--- src/rtl/multicycle_control_fsm_pkg.sv ---
// multicycle_control_fsm_pkg: states, opcodes and control encodings shared by the control unit
package multicycle_control_fsm_pkg;
    typedef enum logic [3:0] {
        IDLE, FETCH, DECODE, MEM_ADDR, MEM_RD, LW_WB, MEM_WR,
        RTYPE_EX, R_WB, ADDI_EX, ADDI_WB, BRANCH, JUMP
    } state_t;
    localparam logic [5:0] OP_RTYPE = 6'b000000;
    localparam logic [5:0] OP_LW    = 6'b100011;
    localparam logic [5:0] OP_SW    = 6'b101011;
    localparam logic [5:0] OP_BEQ   = 6'b000100;
    localparam logic [5:0] OP_ADDI  = 6'b001000;
    localparam logic [5:0] OP_J     = 6'b000010;
    typedef enum logic [1:0] {ALU_ADD = 2'b00, ALU_SUB = 2'b01, ALU_FUNCT = 2'b10} alu_op_t;
    typedef enum logic [1:0] {SRCB_REG = 2'b00, SRCB_FOUR = 2'b01, SRCB_IMM = 2'b10} alu_src_b_t;
    typedef enum logic [1:0] {PC_ALU = 2'b00, PC_BRANCH = 2'b01, PC_JUMP = 2'b10} pc_src_t;
    typedef struct packed {
        logic       pc_write;
        logic       pc_write_cond;
        logic       ir_write;
        logic       branch;
        logic       mem_read;
        logic       mem_write;
        logic       mem_to_reg;
        logic       reg_write;
        logic       reg_dst;
        logic       alu_src_a;
        alu_src_b_t alu_src_b;
        alu_op_t    alu_op;
        pc_src_t    pc_source;
    } ctrl_t;
    function automatic logic op_valid(logic [5:0] op);
        return op inside {OP_RTYPE, OP_LW, OP_SW, OP_BEQ, OP_ADDI, OP_J};
    endfunction
endpackage

--- src/rtl/multicycle_control_fsm_if.sv ---
// multicycle_control_fsm_if: IR/datapath inputs to the control unit and its decoded control outputs
interface multicycle_control_fsm_if #(parameter int CNT_W = 32);
    logic             run;
    logic [5:0]       opcode;
    logic             zero;
    logic             mem_ready;
    logic             PCWrite;
    logic             PCWriteCond;
    logic             IRWrite;
    logic             Branch;
    logic             MemRead;
    logic             MemWrite;
    logic             MemtoReg;
    logic             RegWrite;
    logic             RegDst;
    logic             ALUSrcA;
    logic [1:0]       ALUSrcB;
    logic [1:0]       ALUOp;
    logic [1:0]       PCSource;
    logic             illegal_op;
    logic [CNT_W-1:0] instr_count;
    logic             busy;
    modport master (
        output run, opcode, zero, mem_ready,
        input  PCWrite, PCWriteCond, IRWrite, Branch, MemRead, MemWrite, MemtoReg,
               RegWrite, RegDst, ALUSrcA, ALUSrcB, ALUOp, PCSource, illegal_op, instr_count, busy
    );
    modport slave (
        input  run, opcode, zero, mem_ready,
        output PCWrite, PCWriteCond, IRWrite, Branch, MemRead, MemWrite, MemtoReg,
               RegWrite, RegDst, ALUSrcA, ALUSrcB, ALUOp, PCSource, illegal_op, instr_count, busy
    );
endinterface

--- src/rtl/multicycle_control_fsm_control_decode.sv ---
// control_decode: Moore map from control state to the datapath control vector
module control_decode
    import multicycle_control_fsm_pkg::*;
(
    input  state_t state,
    output ctrl_t  ctrl
);
    always_comb begin
        ctrl = '0;
        case (state)
            FETCH: begin
                ctrl.mem_read  = 1'b1;
                ctrl.ir_write  = 1'b1;
                ctrl.alu_src_b = SRCB_FOUR;
            end
            DECODE: ctrl.alu_src_b = SRCB_IMM;
            MEM_ADDR, ADDI_EX: begin
                ctrl.alu_src_a = 1'b1;
                ctrl.alu_src_b = SRCB_IMM;
            end
            MEM_RD: ctrl.mem_read = 1'b1;
            LW_WB: begin
                ctrl.reg_write  = 1'b1;
                ctrl.mem_to_reg = 1'b1;
            end
            MEM_WR: ctrl.mem_write = 1'b1;
            RTYPE_EX: begin
                ctrl.alu_src_a = 1'b1;
                ctrl.alu_op    = ALU_FUNCT;
            end
            R_WB: begin
                ctrl.reg_write = 1'b1;
                ctrl.reg_dst   = 1'b1;
            end
            ADDI_WB: ctrl.reg_write = 1'b1;
            BRANCH: begin
                ctrl.branch        = 1'b1;
                ctrl.pc_write_cond = 1'b1;
                ctrl.alu_src_a     = 1'b1;
                ctrl.alu_op        = ALU_SUB;
                ctrl.pc_source     = PC_BRANCH;
            end
            JUMP: begin
                ctrl.pc_write  = 1'b1;
                ctrl.pc_source = PC_JUMP;
            end
            default: ;
        endcase
    end
endmodule

--- src/rtl/multicycle_control_fsm.sv ---
// multicycle_control_fsm: multi-cycle main control sequencer with memory stall and retire counter
module multicycle_control_fsm
    import multicycle_control_fsm_pkg::*;
#(
    parameter int CNT_W = 32
) (
    input logic clk,
    input logic rst,
    multicycle_control_fsm_if.slave bus
);
    state_t           state, state_nx;
    ctrl_t            ctrl;
    logic [CNT_W-1:0] count;
    logic             illegal;
    logic             retire;
    logic             bad_op;

    control_decode u_decode (.state(state), .ctrl(ctrl));

    always_ff @(posedge clk) begin
        if (rst) begin
            state   <= IDLE;
            count   <= '0;
            illegal <= 1'b0;
        end else begin
            state   <= state_nx;
            count   <= count + CNT_W'(retire);
            illegal <= bad_op;
        end
    end

    // run is only consulted when an instruction ends or is discarded, so one in flight always completes
    always_comb begin
        bad_op   = (state == DECODE) && !op_valid(bus.opcode);
        retire   = (state inside {LW_WB, R_WB, ADDI_WB, BRANCH, JUMP}) || (state == MEM_WR && bus.mem_ready);
        state_nx = state;
        case (state)
            IDLE:     state_nx = bus.run ? FETCH : IDLE;
            FETCH:    state_nx = bus.mem_ready ? DECODE : FETCH;
            DECODE: begin
                case (bus.opcode)
                    OP_RTYPE:     state_nx = RTYPE_EX;
                    OP_LW, OP_SW: state_nx = MEM_ADDR;
                    OP_BEQ:       state_nx = BRANCH;
                    OP_ADDI:      state_nx = ADDI_EX;
                    OP_J:         state_nx = JUMP;
                    default:      state_nx = bus.run ? FETCH : IDLE;
                endcase
            end
            MEM_ADDR: state_nx = (bus.opcode == OP_SW) ? MEM_WR : MEM_RD;
            MEM_RD:   state_nx = bus.mem_ready ? LW_WB : MEM_RD;
            RTYPE_EX: state_nx = R_WB;
            ADDI_EX:  state_nx = ADDI_WB;
            default:  ;
        endcase
        if (retire) state_nx = bus.run ? FETCH : IDLE;
    end

    // the PC advances by 4 only once the fetch has actually returned the instruction
    assign bus.PCWrite     = ctrl.pc_write | (state == FETCH && bus.mem_ready);
    assign bus.PCWriteCond = ctrl.pc_write_cond;
    assign bus.IRWrite     = ctrl.ir_write;
    assign bus.Branch      = ctrl.branch;
    assign bus.MemRead     = ctrl.mem_read;
    assign bus.MemWrite    = ctrl.mem_write;
    assign bus.MemtoReg    = ctrl.mem_to_reg;
    assign bus.RegWrite    = ctrl.reg_write;
    assign bus.RegDst      = ctrl.reg_dst;
    assign bus.ALUSrcA     = ctrl.alu_src_a;
    assign bus.ALUSrcB     = ctrl.alu_src_b;
    assign bus.ALUOp       = ctrl.alu_op;
    assign bus.PCSource    = ctrl.pc_source;
    assign bus.illegal_op  = illegal;
    assign bus.instr_count = count;
    assign bus.busy        = (state != IDLE);
endmodule

--- src/flat_wrapper.sv ---
// flat-port wrapper written by rule: the top's interface ports become plain ports
module multicycle_control_fsm_flat import multicycle_control_fsm_pkg::*;
#(
    parameter int CNT_W = 32
)
  (clk, rst, bus_run, bus_opcode, bus_zero, bus_mem_ready, bus_PCWrite, bus_PCWriteCond, bus_IRWrite, bus_Branch, bus_MemRead, bus_MemWrite, bus_MemtoReg, bus_RegWrite, bus_RegDst, bus_ALUSrcA, bus_ALUSrcB, bus_ALUOp, bus_PCSource, bus_illegal_op, bus_instr_count, bus_busy);
  multicycle_control_fsm_if #(.CNT_W(CNT_W)) bus_i ();
  input logic clk;
  input logic rst;
  input wire logic [$bits(bus_i.run)-1:0] bus_run;
  input wire logic [$bits(bus_i.opcode)-1:0] bus_opcode;
  input wire logic [$bits(bus_i.zero)-1:0] bus_zero;
  input wire logic [$bits(bus_i.mem_ready)-1:0] bus_mem_ready;
  output wire logic [$bits(bus_i.PCWrite)-1:0] bus_PCWrite;
  output wire logic [$bits(bus_i.PCWriteCond)-1:0] bus_PCWriteCond;
  output wire logic [$bits(bus_i.IRWrite)-1:0] bus_IRWrite;
  output wire logic [$bits(bus_i.Branch)-1:0] bus_Branch;
  output wire logic [$bits(bus_i.MemRead)-1:0] bus_MemRead;
  output wire logic [$bits(bus_i.MemWrite)-1:0] bus_MemWrite;
  output wire logic [$bits(bus_i.MemtoReg)-1:0] bus_MemtoReg;
  output wire logic [$bits(bus_i.RegWrite)-1:0] bus_RegWrite;
  output wire logic [$bits(bus_i.RegDst)-1:0] bus_RegDst;
  output wire logic [$bits(bus_i.ALUSrcA)-1:0] bus_ALUSrcA;
  output wire logic [$bits(bus_i.ALUSrcB)-1:0] bus_ALUSrcB;
  output wire logic [$bits(bus_i.ALUOp)-1:0] bus_ALUOp;
  output wire logic [$bits(bus_i.PCSource)-1:0] bus_PCSource;
  output wire logic [$bits(bus_i.illegal_op)-1:0] bus_illegal_op;
  output wire logic [$bits(bus_i.instr_count)-1:0] bus_instr_count;
  output wire logic [$bits(bus_i.busy)-1:0] bus_busy;
  assign bus_i.run = bus_run;
  assign bus_i.opcode = bus_opcode;
  assign bus_i.zero = bus_zero;
  assign bus_i.mem_ready = bus_mem_ready;
  assign bus_PCWrite = bus_i.PCWrite;
  assign bus_PCWriteCond = bus_i.PCWriteCond;
  assign bus_IRWrite = bus_i.IRWrite;
  assign bus_Branch = bus_i.Branch;
  assign bus_MemRead = bus_i.MemRead;
  assign bus_MemWrite = bus_i.MemWrite;
  assign bus_MemtoReg = bus_i.MemtoReg;
  assign bus_RegWrite = bus_i.RegWrite;
  assign bus_RegDst = bus_i.RegDst;
  assign bus_ALUSrcA = bus_i.ALUSrcA;
  assign bus_ALUSrcB = bus_i.ALUSrcB;
  assign bus_ALUOp = bus_i.ALUOp;
  assign bus_PCSource = bus_i.PCSource;
  assign bus_illegal_op = bus_i.illegal_op;
  assign bus_instr_count = bus_i.instr_count;
  assign bus_busy = bus_i.busy;
  multicycle_control_fsm #(.CNT_W(CNT_W)) u_core (.clk(clk), .rst(rst), .bus(bus_i));
endmodule
--- config.mk ---
export PLATFORM = sky130hd
export DESIGN_NAME = multicycle_control_fsm_flat
export DESIGN_NICKNAME = d
export VERILOG_FILES = /design/src/rtl/multicycle_control_fsm_pkg.sv /design/src/rtl/multicycle_control_fsm_if.sv /design/src/rtl/multicycle_control_fsm_control_decode.sv /design/src/rtl/multicycle_control_fsm.sv /design/src/flat_wrapper.sv
export SDC_FILE = /design/constraint.sdc
export NUM_CORES = 1
export LEC_CHECK = 0
export BUFFER_PORTS_ARGS = -buffer_cell sky130_fd_sc_hd__buf_2
export CORE_MARGIN = 3
export CORE_UTILIZATION = 45
export DETAILED_ROUTE_END_ITERATION = 6
export PLACE_DENSITY = 0.68
export RECOVER_POWER = 100
export SKIP_LAST_GASP = 1
export SLEW_MARGIN = 20
export SYNTH_ARGS = -nofsm -noshare
export SYNTH_HDL_FRONTEND = slang
export SYNTH_SLANG_ARGS = --single-unit
--- constraint.sdc ---
create_clock -name clk -period 6.24 [get_ports clk]
set_input_delay 0.312 -clock clk [delete_from_list [all_inputs] [get_ports clk]]
set_output_delay 0.312 -clock clk [all_outputs]
set_load 0.02 [all_outputs]
==> out/summary.json, run 1 <==
{
  "status": "finished, final reports clean",
  "detail_route.wirelength_um": 4850,
  "worst_slack_placed_ns": 2.92,
  "power.sequential.fraction": 0.497,
  "path_class": "reg -> reg",
  "crit_family": "simple AND/OR/NAND/NOR gates",
  "fraction_of_the_cycle_the_final_worst_path_needs": 0.537,
  "synth.cell_area_mm2": 0.00215,
  "comb_power_share": 0.065,
  "maxClockFrequency_mhz": 299,
  "clock_latency_ns": 0.29,
  "crit_path_max_incr_delay_ns": 0.71,
  "start_util": 0.481,
  "place_hpwl_um": 3330,
  "tritoncts": "done",
  "max_cap_viol_count": 0,
  "clkTransAtPathRegs_ns": 0.07,
  "dr.pass1.iters": 3,
  "finalWorstSetupSlack_ns": 2.89,
  "post_cts_hold_buffer_count": 0,
  "clk_path_buf_depth": 2,
  "power_report.internal_total_w": 0.000379,
  "total_via_count_in_the_routed_design": 2099,
  "die_y_um": 75.1,
  "route.antenna.remaining_nets": 0,
  "power_density_normalized_to_cell_area_mw_per_mm2": 198,
  "min-delay-path-class": "in -> reg",
  "synth.top_cells.by_area": "sky130_fd_sc_hd__dfxtp_1 (34%), sky130_fd_sc_hd__a21oi_1 (5.6%), sky130_fd_sc_hd__or4_1 (4.9%)",
  "hold_depth": 2,
  "ys_async_sr_fraction": 0,
  "critical_path.n_buffers_inverters": 1,
  "timing.rr.start": "u_core.state[1]$_SDFFE_PP0P_",
  "critical_path_depth": 9,
  "drt_iter0_markers": 99,
  "worst-r2r-cell-count": 9,
  "critical_path.cell_chain": "nor2b_1 > or3_1 > nor2b_1 > ha_1 > ha_1 > inv_1 > or4_1 > or4_1 > a21oi_1",
  "r2r_slack_ns": 2.89,
  "worstReg2RegEnd": "u_core.bus.instr_count[26]$_SDFF_PP0_",
  "sinks_on_the_clock_net": 37,
  "nets_in_the_synthesized_netlist": 283,
  "fp-row-count": 24,
  "ys_warn_count": 0,
  "area_added_between_synthesis_and_finish_pct": 14.1,
  "maximum_fanout_along_the_worst_path": 21,
  "synth_most_common_cell": "sky130_fd_sc_hd__dfxtp_1",
  "die_w_um": 75.1,
  "synth_edf_count": 0,
  "share_clk_of_total_power": 0.438,
  "post-route-drc-count": 0,
  "port_buffers": 59,
  "critical_path.slowest_cell": "sky130_fd_sc_hd__dfxtp_1",
  "grt_overflow": 0,
  "final-hold-violation-count": 0,
  "data_required_time_at_the_worst_endpoint_ns": 6.45,
  "grt_antenna_before_repair": 0,
  "time_the_final_worst_path_needs_with_i_o_delays_and_setup_ns": 3.35,
  "tightestPinTransition_ns": 0.773,
  "placeableCoreArea_mm2": 0.00447,
  "setup_total_negative_slack_ns": 0,
  "slew_headroom": 0.484,
  "postSynthRegisterBits": 37,
  "timing.critical_path.to_type": "flip-flop",
  "first_global_vias": 1739,
  "global_route.usage.total": 0.175,
  "syn_inst": 270,
  "die_area_mm2": 0.00565,
  "synth_cell_type_count": 46,
  "seq_area_frac_synth": 0.344,
  "finish.instance_area_mm2": 0.00245,
  "synthesis.area_per_instance_um2": 7.97,
  "synth_top_cell_by_area": "sky130_fd_sc_hd__dfxtp_1",
  "layout.filler_cells": 455,
  "cts_buffers": 5,
  "design.portCount": 61,
  "htreeDepth": 2,
  "worst_hold_path.endpoint": "u_core.bus.illegal_op$_SDFF_PP0_",
  "cp.arrival_ns": 3.56,
  "avgViaCountPerCell": 5.72,
  "finalSetupViolations": 0,
  "netlist_top_cells_count": "sky130_fd_sc_hd__dfxtp_1 (37), sky130_fd_sc_hd__nor2_1 (27), sky130_fd_sc_hd__a21oi_1 (24)",
  "route.detailed.wl_per_inst_um": 13.2,
  "n_antenna_cell": 0,
  "gpl.final_weighted_congestion": 0.796,
  "startpoint_type": "flip-flop",
  "clockRootBuffer": "sky130_fd_sc_hd__clkbuf_8",
  "first_pass_grt_wire_length_um": 7870,
  "placed_area_mm2": 0.00240,
  "drv_slew": 0,
  "netlist.area_leader.share": 0.344,
  "ys.flop_type": "sky130_fd_sc_hd__dfxtp_1",
  "power_switching_w": 0.000108,
  "post_cts.resized_instances": 0,
  "finClkSkew_ns": 0.00573,
  "grt_start_max_net_pins": 43,
  "nets": 327,
  "grt_setup_unrepaired": "false",
  "power.share.switching": 0.222,
  "max-vdd-ir-drop_mv": 0.116,
  "min_from": "bus_opcode[4]",
  "layout-drive-gt1-share": 0.0794,
  "cts.repair_timing.setup_buffer_count": 0,
  "total_leakage_power_nw": 0.819
}
## worst register-to-register path, delay by kind of cell, from the launching register on
family,cells,cell delay [ns]
flip-flops,1,0.71
AO/OA/AOI/OAI,1,0.16
AND/OR/NAND/NOR,5,1.83
adder cells (fa/ha/maj),2,0.51
buffers and inverters,1,0.07
## metrics by stage
step | total power, W | util | hold WS [ns] | cells
4_1_cts | 0.000494 | 0.563 | 0.281 | 367
2_1_floorplan | 0.000271 | - | 0.468 | 270
3_5_place_dp | 0.000280 | 0.537 | 0.476 | 359
3_3_place_gp | 0.000280 | 0.537 | 0.463 | 359
6_report | 0.000487 | 0.549 | 0.291 | 367
5_1_grt | 0.000507 | 0.549 | 0.297 | 367
## how the worst max path moves through the flow
stage	startpoint	to	slack [ns]
3_3_place_gp	u_core.state[1]$_SDFFE_PP0P_	u_core.bus.instr_count[24]$_SDFF_PP0_	2.95
4_1_cts	u_core.state[1]$_SDFFE_PP0P_	u_core.bus.instr_count[26]$_SDFF_PP0_	2.87
6_report	u_core.state[1]$_SDFFE_PP0P_	u_core.bus.instr_count[26]$_SDFF_PP0_	2.89
3_5_place_dp	u_core.state[1]$_SDFFE_PP0P_	u_core.bus.instr_count[24]$_SDFF_PP0_	2.92
5_1_grt	u_core.state[1]$_SDFFE_PP0P_	u_core.bus.instr_count[28]$_SDFF_PP0_	2.60
2_1_floorplan	u_core.state[2]$_SDFFE_PP0P_	u_core.bus.instr_count[30]$_SDFF_PP0_	3.35
## sequential cells by signal, summed over array words and instances, names as in the netlist
register	count
u_core.state	4
u_core.bus.instr_count	32
u_core.bus.illegal_op	1
## power by group through the flow
stage / Sequential, W / Combinational, W / Clock (W)
after detailed placement: 0.000247 / 0.0000329 / 0
after global placement: 0.000247 / 0.0000328 / 0
after global routing: 0.000243 / 0.0000356 / 0.000229
after floorplan: 0.000243 / 0.0000272 / 0
after CTS: 0.000242 / 0.0000330 / 0.000219
final: 0.000242 / 0.0000318 / 0.000213
## area by class of cell
| cell class | instances | area [um^2] | area share |
|---|---|---|---|
| timing repair buffer | 59 | 233 | 0.0948 |
| clock inverter | 1 | 30.0 | 0.0122 |
| tap | 52 | 65.1 | 0.0265 |
| clock buffer | 7 | 86.3 | 0.0352 |
| inverter | 6 | 22.5 | 0.00917 |
| multi-input combinational | 205 | 1280 | 0.520 |
| sequential | 37 | 741 | 0.302 |
## layer usage
| layer | vias to the layer above | track usage | share of wire |
|---|---|---|---|
| met5 | - | 0 | 0 |
| met4 | 0 | 0.0466 | 0.012 |
| met3 | 5 | 0.0401 | 0.046 |
| met2 | 45 | 0.290 | 0.46 |
| met1 | 975 | 0.230 | 0.48 |
| li1 | 1074 | - | - |
## cells in the final DEF, fill, tap and decap left out, drive strengths merged, types with 11 or more instances in the layout
master  instances
clkbuf         57
nand2          16
dfxtp          37
o31ai          11
a21oi          24
or4            15
nor2           27
nand3          13
## cells by family after synthesis
family          share of synthesized area
buf+inv                            0.0599
simple gates                        0.341
compound gates                      0.168
xor+xnor                           0.0489
fa+ha+maj                          0.0116
mux                                0.0262
flops                               0.344
Note: power is estimated with default switching activity, not from simulation.
==> run 2, diff against run 1 <==
--- a/config.mk
+++ b/config.mk
@@ -9,7 +9,7 @@
 export CORE_MARGIN = 3
 export CORE_UTILIZATION = 45
 export DETAILED_ROUTE_END_ITERATION = 6
-export PLACE_DENSITY = 0.68
+export PLACE_DENSITY = 0.7
 export RECOVER_POWER = 100
 export SKIP_LAST_GASP = 1
 export SLEW_MARGIN = 20
==> constraint.sdc (replaced) <==
create_clock -name clk -period 2.8 [get_ports clk]
set_input_delay 0.14 -clock clk [delete_from_list [all_inputs] [get_ports clk]]
set_output_delay 0.14 -clock clk [all_outputs]
set_load 0.02 [all_outputs]
==> out/summary.json, run 2 (same netlist as run 1, synthesis figures left out) <==
{
  "tightestPinTransition": {"value": 0.758, "unit": "ns", "change": "-0.0152 ns"},
  "post_cts_hold_buffer_count": {"value": 0, "change": "unchanged"},
  "route.antenna.remaining_nets": {"value": 0, "change": "unchanged"},
  "data_required_time_at_the_worst_endpoint": {"value": 3.00, "unit": "ns", "change": "-3.45 ns"},
  "die_area": {"value": 0.00565, "unit": "mm^2", "change": "unchanged"},
  "path_class": "reg -> reg",
  "first_pass_grt_wire_length": {"value": 7680, "unit": "um", "change": "-2.5%"},
  "drv_slew": {"value": 0, "change": "unchanged"},
  "critical_path.cell_chain": "nor2b_1 > or3_1 > nor2b_1 > ha_1 > ha_1 > inv_1 > or4_4 > or4_1 > a21oi_1",
  "first_global_vias": {"value": 1691, "change": "-2.8%"},
  "die_y": {"value": 75.1, "unit": "um", "change": "unchanged"},
  "critical_path.slowest_cell": "sky130_fd_sc_hd__or4_4",
  "total_leakage_power": {"value": 0.857, "unit": "nW", "change": "+4.7%"},
  "largest_reg_flops": {"value": 32, "change": "unchanged"},
  "clock_latency": {"value": 0.28, "unit": "ns", "change": "about the same"},
  "tritoncts": "done",
  "htreeDepth": {"value": 2, "change": "unchanged"},
  "post_layout_nonfiller_instances": {"value": 376, "change": "+2.5%"},
  "hold-worst-slack": {"value": 0.115, "unit": "ns", "change": "-0.176 ns"},
  "clkTransAtPathRegs": {"value": 0.07, "unit": "ns", "change": "about the same"},
  "power_density_normalized_to_cell_area": {"value": 432, "unit": "mW/mm^2", "change": "+120%"},
  "startpoint_type": "flip-flop",
  "dp.cells": {"value": 368, "change": "+2.5%"},
  "die_w": {"value": 75.1, "unit": "um", "change": "unchanged"},
  "total_via_count_in_the_routed_design": {"value": 2164, "change": "+3.1%"},
  "grt_setup_unrepaired": "false",
  "area_added_between_synthesis_and_finish_pct": 17.1,
  "max_cap_viol_count": {"value": 0, "change": "unchanged"},
  "setup_total_negative_slack": {"value": 0, "unit": "ns", "change": "unchanged"},
  "layout-drive-gt1-share": {"value": 0.102, "change": "+0.0225"},
  "grt_antenna_before_repair": {"value": 0, "change": "unchanged"},
  "start_util": {"value": 0.481, "change": "unchanged"},
  "global_route.usage.total": {"value": 0.172, "change": "-0.00362"},
  "port_buffers": {"value": 59, "change": "unchanged"},
  "maxClockFrequency": {"value": 397, "unit": "MHz", "change": "+33%"},
  "maximum_fanout_along_the_worst_path": {"value": 10, "change": "-52%"},
  "drt_iter0_markers": {"value": 81, "change": "-18%"},
  "max-vdd-ir-drop": {"value": 0.183, "unit": "mV", "change": "+57%"},
  "dr.pass1.iters": {"value": 4, "change": "+1"},
  "fraction_of_the_cycle_the_final_worst_path_needs": {"value": 0.899, "change": "+0.362"},
  "clockRootBuffer": "sky130_fd_sc_hd__clkbuf_8",
  "final-hold-violation-count": {"value": 0, "change": "unchanged"},
  "cts_buffers": {"value": 5, "change": "unchanged"},
  "finalSetupViolations": {"value": 0, "change": "unchanged"},
  "final_cell_mix": "sky130_fd_sc_hd__clkbuf_1 (54), sky130_fd_sc_hd__dfxtp_1 (37), sky130_fd_sc_hd__nor2_1 (27)",
  "clk_path_buf_depth": {"value": 2, "change": "unchanged"},
  "avgViaCountPerCell": {"value": 5.76, "change": "+0.63%"},
  "grt_start_max_net_pins": {"value": 43, "change": "unchanged"},
  "crit_path_max_incr_delay": {"value": 0.59, "unit": "ns", "change": "-0.12 ns"},
  "route.detailed.wl_per_inst": {"value": 13.4, "unit": "um", "change": "+1.5%"},
  "cp.arrival": {"value": 2.72, "unit": "ns", "change": "-0.84 ns"},
  "nets": {"value": 336, "change": "+2.8%"},
  "placeableCoreArea": {"value": 0.00447, "unit": "mm^2", "change": "unchanged"},
  "place_hpwl": {"value": 3500, "unit": "um", "change": "+5.2%"},
  "leading_cell_type_in_the_layout_fill_and_taps_excluded": "sky130_fd_sc_hd__clkbuf_1",
  "slew_headroom": {"value": 0.495, "change": "+0.0102"},
  "detail_route.wirelength": {"value": 5040, "unit": "um", "change": "+4.0%"},
  "time_the_final_worst_path_needs_with_i_o_delays_and_setup": {"value": 2.52, "unit": "ns", "change": "-0.833 ns"},
  "n_antenna_cell": {"value": 0, "change": "unchanged"},
  "design.portCount": {"value": 61, "change": "unchanged"},
  "fp-row-count": {"value": 24, "change": "unchanged"},
  "gpl.final_weighted_congestion": {"value": 0.808, "change": "+1.5%"},
  "grt_overflow": {"value": 0, "change": "unchanged"},
  "min-delay-path-class": "in -> reg",
  "status": "finished, final reports clean",
  "finClkSkew": {"value": 0.00583, "unit": "ns", "change": "+0.0000921 ns"},
  "post-route-drc-count": {"value": 0, "change": "unchanged"},
  "timing.critical_path.to_type": "flip-flop",
  "sinks_on_the_clock_net": {"value": 37, "change": "unchanged"}
}
[run 2: area by class of cell]
class / instances / area [um^2]
timing repair buffer: 68 / 289
clock buffer: 7 / 86.3
tap: 52 / 65.1
sequential: 37 / 741
clock inverter: 1 / 30.0
multi-input combinational: 205 / 1280
fill: 471 / 1960
inverter: 6 / 22.5
[run 2: through the flow]
| stage | util | cell area, um^2 | setup slack [ns] | total power [W] |
|---|---|---|---|---|
| after floorplan | - | 2150 | 0.000623 | 0.000603 |
| after global placement | 0.553 | 2470 | 0.230 | 0.000631 |
| after detailed placement | 0.553 | 2470 | 0.189 | 0.000632 |
| after CTS | 0.579 | 2590 | 0.137 | 0.00111 |
| after global routing | 0.563 | 2520 | 0.0933 | 0.00114 |
| final | 0.563 | 2520 | 0.283 | 0.00109 |
[run 2: worst max-delay path, delay by kind of cell (launching register included)]
kind                       cells  cell delay [ns]
AOI/OAI and AO/OA              1             0.15
adders and majority gates      2             0.38
buffers and inverters          1             0.04
DFF                            1             0.40
and+or+nand+nor                5             1.45
[run 2: repair_timing]
item	CTS	global route
setup endpoints to repair	0	4
setup buffers	0	0
gates resized for setup	0	1
[run 2: worst paths after layout]
check,from,cells past startpoint,slack [ns],end
max,u_core.state[1]$_SDFFE_PP0P_,9,0.28,u_core.bus.instr_count[24]$_SDFF_PP0_
min,bus_opcode[4],2,0.11,u_core.bus.illegal_op$_SDFF_PP0_
max reg2reg,u_core.state[1]$_SDFFE_PP0P_,9,0.28,u_core.bus.instr_count[24]$_SDFF_PP0_
min reg2reg,u_core.bus.instr_count[31]$_SDFF_PP0_,2,0.48,u_core.bus.instr_count[31]$_SDFF_PP0_
[run 2: report_power, final]
part	internal, W	switching (W)	total, W
sequential	0.000528	0.00000211	0.000530
clock	0.000290	0.000182	0.000472
combinational	0.0000301	0.0000562	0.0000863
total	0.000849	0.000240	0.00109
[run 2: metal layers]
metal / GRT usage / vias up / share of wire
li1: - / 1102 / -
met1: 0.233 / 997 / 0.49
met2: 0.268 / 60 / 0.44
met3: 0.0521 / 5 / 0.059
met4: 0.0408 / 0 / 0.011
met5: 0 / - / 0
==> run 3, diff against run 2 <==
--- a/config.mk
+++ b/config.mk
@@ -5,12 +5,12 @@
 export SDC_FILE = /design/constraint.sdc
 export NUM_CORES = 1
 export LEC_CHECK = 0
+export ABC_AREA = 1
 export BUFFER_PORTS_ARGS = -buffer_cell sky130_fd_sc_hd__buf_2
 export CORE_MARGIN = 3
 export CORE_UTILIZATION = 45
 export DETAILED_ROUTE_END_ITERATION = 6
-export PLACE_DENSITY = 0.7
-export RECOVER_POWER = 100
+export PLACE_DENSITY = 0.67
 export SKIP_LAST_GASP = 1
 export SLEW_MARGIN = 20
 export SYNTH_ARGS = -nofsm -noshare
==> constraint.sdc (replaced) <==
create_clock -name clk -period 2.75 [get_ports clk]
set_input_delay 0.1375 -clock clk [delete_from_list [all_inputs] [get_ports clk]]
set_output_delay 0.1375 -clock clk [all_outputs]
set_load 0.02 [all_outputs]
==> out/summary.json, run 3 <==
{
  "data_required_time_at_the_worst_endpoint": {"value": 2.91, "unit": "ns", "change": "-0.09 ns"},
  "clock_latency": {"value": 0.29, "unit": "ns", "change": "about the same"},
  "synth.cell_area": {"value": 0.00237, "unit": "mm^2", "change": "+10%"},
  "min-delay-path-class": "in -> reg",
  "startpoint_type": "flip-flop",
  "critical_path.n_buffers_inverters": {"value": 3, "change": "+2"},
  "crit_family": "simple AND/OR/NAND/NOR gates",
  "grt_antenna_before_repair": {"value": 0, "change": "unchanged"},
  "fp-row-count": {"value": 25, "change": "+4.2%"},
  "maxClockFrequency": {"value": 417, "unit": "MHz", "change": "+5.0%"},
  "share_clk_of_total_power": {"value": 0.367, "change": "-0.067"},
  "die_area": {"value": 0.00618, "unit": "mm^2", "change": "+9.5%"},
  "ys_async_sr_fraction": {"value": 0, "change": "unchanged"},
  "maximum_fanout_along_the_worst_path": {"value": 6, "change": "-4"},
  "slew_headroom": {"value": 0.658, "change": "+0.164"},
  "total_via_count_in_the_routed_design": {"value": 2460, "change": "+14%"},
  "min_from": "bus_run",
  "port_buffers": {"value": 59, "change": "unchanged"},
  "timing.rr.start": "u_core.state[0]$_SDFFE_PP0P_",
  "power_report.internal_total": {"value": 0.000749, "unit": "W", "change": "-12%"},
  "ys_warn_count": {"value": 0, "change": "unchanged"},
  "nets": {"value": 454, "change": "+35%"},
  "worst_slack_placed": {"value": 0.345, "unit": "ns", "change": "+0.156 ns"},
  "grt_overflow": {"value": 0, "change": "unchanged"},
  "layout-drive-gt1-share": {"value": 0.204, "change": "+0.102"},
  "power.share.switching": {"value": 0.257, "change": "+0.0361"},
  "max-vdd-ir-drop": {"value": 0.303, "unit": "mV", "change": "+66%"},
  "largest_reg_flops": {"value": 32, "change": "unchanged"},
  "netlist.area_leader.share": {"value": 0.312, "change": "-0.0321"},
  "clk_path_buf_depth": {"value": 2, "change": "unchanged"},
  "ff_latch_area": {"value": 743, "unit": "um^2", "change": "+0.34%"},
  "fraction_of_the_cycle_the_final_worst_path_needs": {"value": 0.872, "change": "-0.0269"},
  "drt_iter0_markers": {"value": 182, "change": "+120%"},
  "dr.pass1.iters": {"value": 4, "change": "unchanged"},
  "post_cts_hold_buffer_count": {"value": 0, "change": "unchanged"},
  "die_y": {"value": 78.6, "unit": "um", "change": "+4.6%"},
  "first_global_vias": {"value": 2176, "change": "+29%"},
  "ys.flop_type": "sky130_fd_sc_hd__dfxtp_1",
  "path_class": "reg -> reg",
  "critical_path.slowest_cell": "sky130_fd_sc_hd__dfxtp_1",
  "drv_slew": {"value": 0, "change": "unchanged"},
  "finalSetupViolations": {"value": 0, "change": "unchanged"},
  "sinks_on_the_clock_net": {"value": 37, "change": "unchanged"},
  "multiInputGateArea": {"value": 0.00136, "unit": "mm^2", "change": "+5.7%"},
  "first_pass_grt_wire_length": {"value": 10200, "unit": "um", "change": "+32%"},
  "setup_total_negative_slack": {"value": 0, "unit": "ns", "change": "unchanged"},
  "synth_most_common_cell": "sky130_fd_sc_hd__nand2_1",
  "synth_cell_type_count": {"value": 29, "change": "-37%"},
  "finClkSkew": {"value": 0.00609, "unit": "ns", "change": "+0.000261 ns"},
  "route.antenna.remaining_nets": {"value": 0, "change": "unchanged"},
  "crit_path_max_incr_delay": {"value": 0.42, "unit": "ns", "change": "-0.17 ns"},
  "final-hold-violation-count": {"value": 0, "change": "unchanged"},
  "layout.filler_cells": {"value": 524, "change": "+11%"},
  "startpoint_of_the_worst_setup_timing_path": "u_core.state[0]$_SDFFE_PP0P_",
  "route.detailed.wl_per_inst": {"value": 11.8, "unit": "um", "change": "-12%"},
  "avgViaCountPerCell": {"value": 4.83, "change": "-16%"},
  "gpl.final_weighted_congestion": {"value": 0.898, "change": "+11%"},
  "power_switching": {"value": 0.000259, "unit": "W", "change": "+7.6%"},
  "grt_setup_unrepaired": "false",
  "cp.arrival": {"value": 2.56, "unit": "ns", "change": "-0.16 ns"},
  "critical_path.cell_chain": "inv_1 > nor2_2 > nand2_1 > nand3_1 > nor2_1 > inv_1 > ha_1 > ha_1 > nand4_1 > inv_1 > nand2_1 > nor2_2 > nand2_1 > nand2_1 > a21oi_1",
  "tritoncts": "done",
  "htreeDepth": {"value": 2, "change": "unchanged"},
  "leading_cell_type_in_the_layout_fill_and_taps_excluded": "sky130_fd_sc_hd__nand2_1",
  "netlist_top_cells_count": "sky130_fd_sc_hd__nand2_1 (105), sky130_fd_sc_hd__nor2_1 (71), sky130_fd_sc_hd__inv_1 (53)",
  "synthesis.area_per_instance": {"value": 6.18, "unit": "um^2", "change": "-22%"},
  "start_util": {"value": 0.483, "change": "+0.00235"},
  "critical-path-top-cell-by-count": "sky130_fd_sc_hd__nand2_1",
  "power_density_normalized_to_cell_area": {"value": 363, "unit": "mW/mm^2", "change": "-16%"},
  "status": "finished, final reports clean",
  "total_leakage_power": {"value": 1.30, "unit": "nW", "change": "+51%"},
  "power.sequential.fraction": {"value": 0.540, "change": "+0.053"},
  "syn_inst": {"value": 384, "change": "+42%"},
  "n_antenna_cell": {"value": 0, "change": "unchanged"},
  "grt_start_max_net_pins": {"value": 27, "change": "-37%"},
  "final_cell_mix": "sky130_fd_sc_hd__nand2_1 (105), sky130_fd_sc_hd__nor2_1 (69), sky130_fd_sc_hd__buf_2 (59)",
  "die_w": {"value": 78.6, "unit": "um", "change": "+4.6%"},
  "place_hpwl": {"value": 4730, "unit": "um", "change": "+35%"},
  "synth.top_cells.by_area": "sky130_fd_sc_hd__dfxtp_1 (31%), sky130_fd_sc_hd__nand2_1 (17%), sky130_fd_sc_hd__nor2_1 (11%)",
  "postSynthRegisterBits": {"value": 37, "change": "unchanged"},
  "max_cap_viol_count": {"value": 0, "change": "unchanged"},
  "seq_area_frac_synth": {"value": 0.312, "change": "-0.0321"},
  "clockRootBuffer": "sky130_fd_sc_hd__clkbuf_8",
  "synth_top_cell_by_area": "sky130_fd_sc_hd__dfxtp_1",
  "tightestPinTransition": {"value": 0.513, "unit": "ns", "change": "-0.245 ns"},
  "global_route.usage.total": {"value": 0.207, "change": "+0.0357"},
  "placeableCoreArea": {"value": 0.00491, "unit": "mm^2", "change": "+9.8%"},
  "comb_power_share": {"value": 0.093, "change": "+0.014"},
  "post-route-drc-count": {"value": 0, "change": "unchanged"},
  "cts_buffers": {"value": 5, "change": "unchanged"},
  "time_the_final_worst_path_needs_with_i_o_delays_and_setup": {"value": 2.40, "unit": "ns", "change": "-0.119 ns"},
  "synth_edf_count": {"value": 0, "change": "unchanged"},
  "detail_route.wirelength": {"value": 5990, "unit": "um", "change": "+19%"},
  "timing.critical_path.to_type": "flip-flop",
  "finalWorstSetupSlack": {"value": 0.352, "unit": "ns", "change": "+0.0688 ns"},
  "nets_in_the_synthesized_netlist": {"value": 397, "change": "+40%"},
  "design.portCount": {"value": 61, "change": "unchanged"},
  "area_added_between_synthesis_and_finish_pct": 17.0,
  "clkTransAtPathRegs": {"value": 0.07, "unit": "ns", "change": "about the same"},
  "postLayoutCoreUtil": {"value": 0.565, "change": "+0.00218"}
}
[run 3: what timing repair did]
| action | in CTS | in global routing |
|---|---|---|
| setup buffers | 0 | 0 |
| gates resized for setup | 0 | 4 |
| endpoints found under the setup margin | 0 | 1 |
[run 3: final cells by class]
class	instances	share of cell area
clock buffer	8	0.0289
inverter	55	0.0744
multi-input combinational	282	0.490
sequential	37	0.268
tap	67	0.0302
timing repair buffer	60	0.109
[run 3: per-layer routing]
| metal | routed length, um | vias to the layer above | track usage | part of all wire |
|---|---|---|---|---|
| met2 | 2420 | 67 | 0.288 | 0.40 |
| li1 | - | 1310 | - | - |
| met1 | 3160 | 1077 | 0.316 | 0.53 |
| met5 | 0 | - | 0 | 0 |
| met4 | 73 | 0 | 0.0542 | 0.012 |
| met3 | 333 | 6 | 0.0482 | 0.056 |
[run 3: worst paths after layout]
check	to	slack, ns	depth (start not counted)
setup / recovery	u_core.bus.instr_count[30]$_SDFF_PP0_	0.35	15
hold reg to reg	u_core.bus.instr_count[31]$_SDFF_PP0_	0.48	2
setup reg to reg	u_core.bus.instr_count[30]$_SDFF_PP0_	0.35	15
hold / removal	u_core.state[0]$_SDFFE_PP0P_	0.18	5
[run 3: cells by family (layout without fill, tap and decap cells)]
logic type / count (synthesis) / after routing / share of synthesized area
and+or+nand+nor: 240 / 240 / 0.459
buffers and inverters: 65 / 123 / 0.117
DFF: 37 / 37 / 0.312
adders and majority gates: 2 / 2 / 0.0105
xor gates and xnor gates: 6 / 6 / 0.0222
AOI/OAI and AO/OA: 34 / 34 / 0.0786
[run 3: worst min-delay path, cell delays in order]
cell	delay [ns]
sky130_fd_sc_hd__buf_2	0.07
sky130_fd_sc_hd__nand2_1	0.05
sky130_fd_sc_hd__nand3_1	0.09
sky130_fd_sc_hd__nand2_1	0.05
sky130_fd_sc_hd__inv_1	0.04
[run 3: power groups by stage]
stage	Clock [W]	Combinational, W	Sequential [W]
global placement	0	0.0000926	0.000556
floorplan	0	0.0000700	0.000554
global route	0.000403	0.000105	0.000544
finish	0.000370	0.0000934	0.000544
detailed placement	0	0.0000929	0.000556
CTS	0.000380	0.0000931	0.000543
[run 3: metrics by stage]
stage          hold slack, ns  area [um^2]  power [W]  cells
6_report                0.183         2780    0.00101    509
5_1_grt                 0.211         2780    0.00105    509
4_1_cts                 0.174         2770    0.00102    509
3_5_place_dp            0.465         2690   0.000649    501
3_3_place_gp            0.452         2690   0.000648    501
2_1_floorplan           0.341         2370   0.000624    384
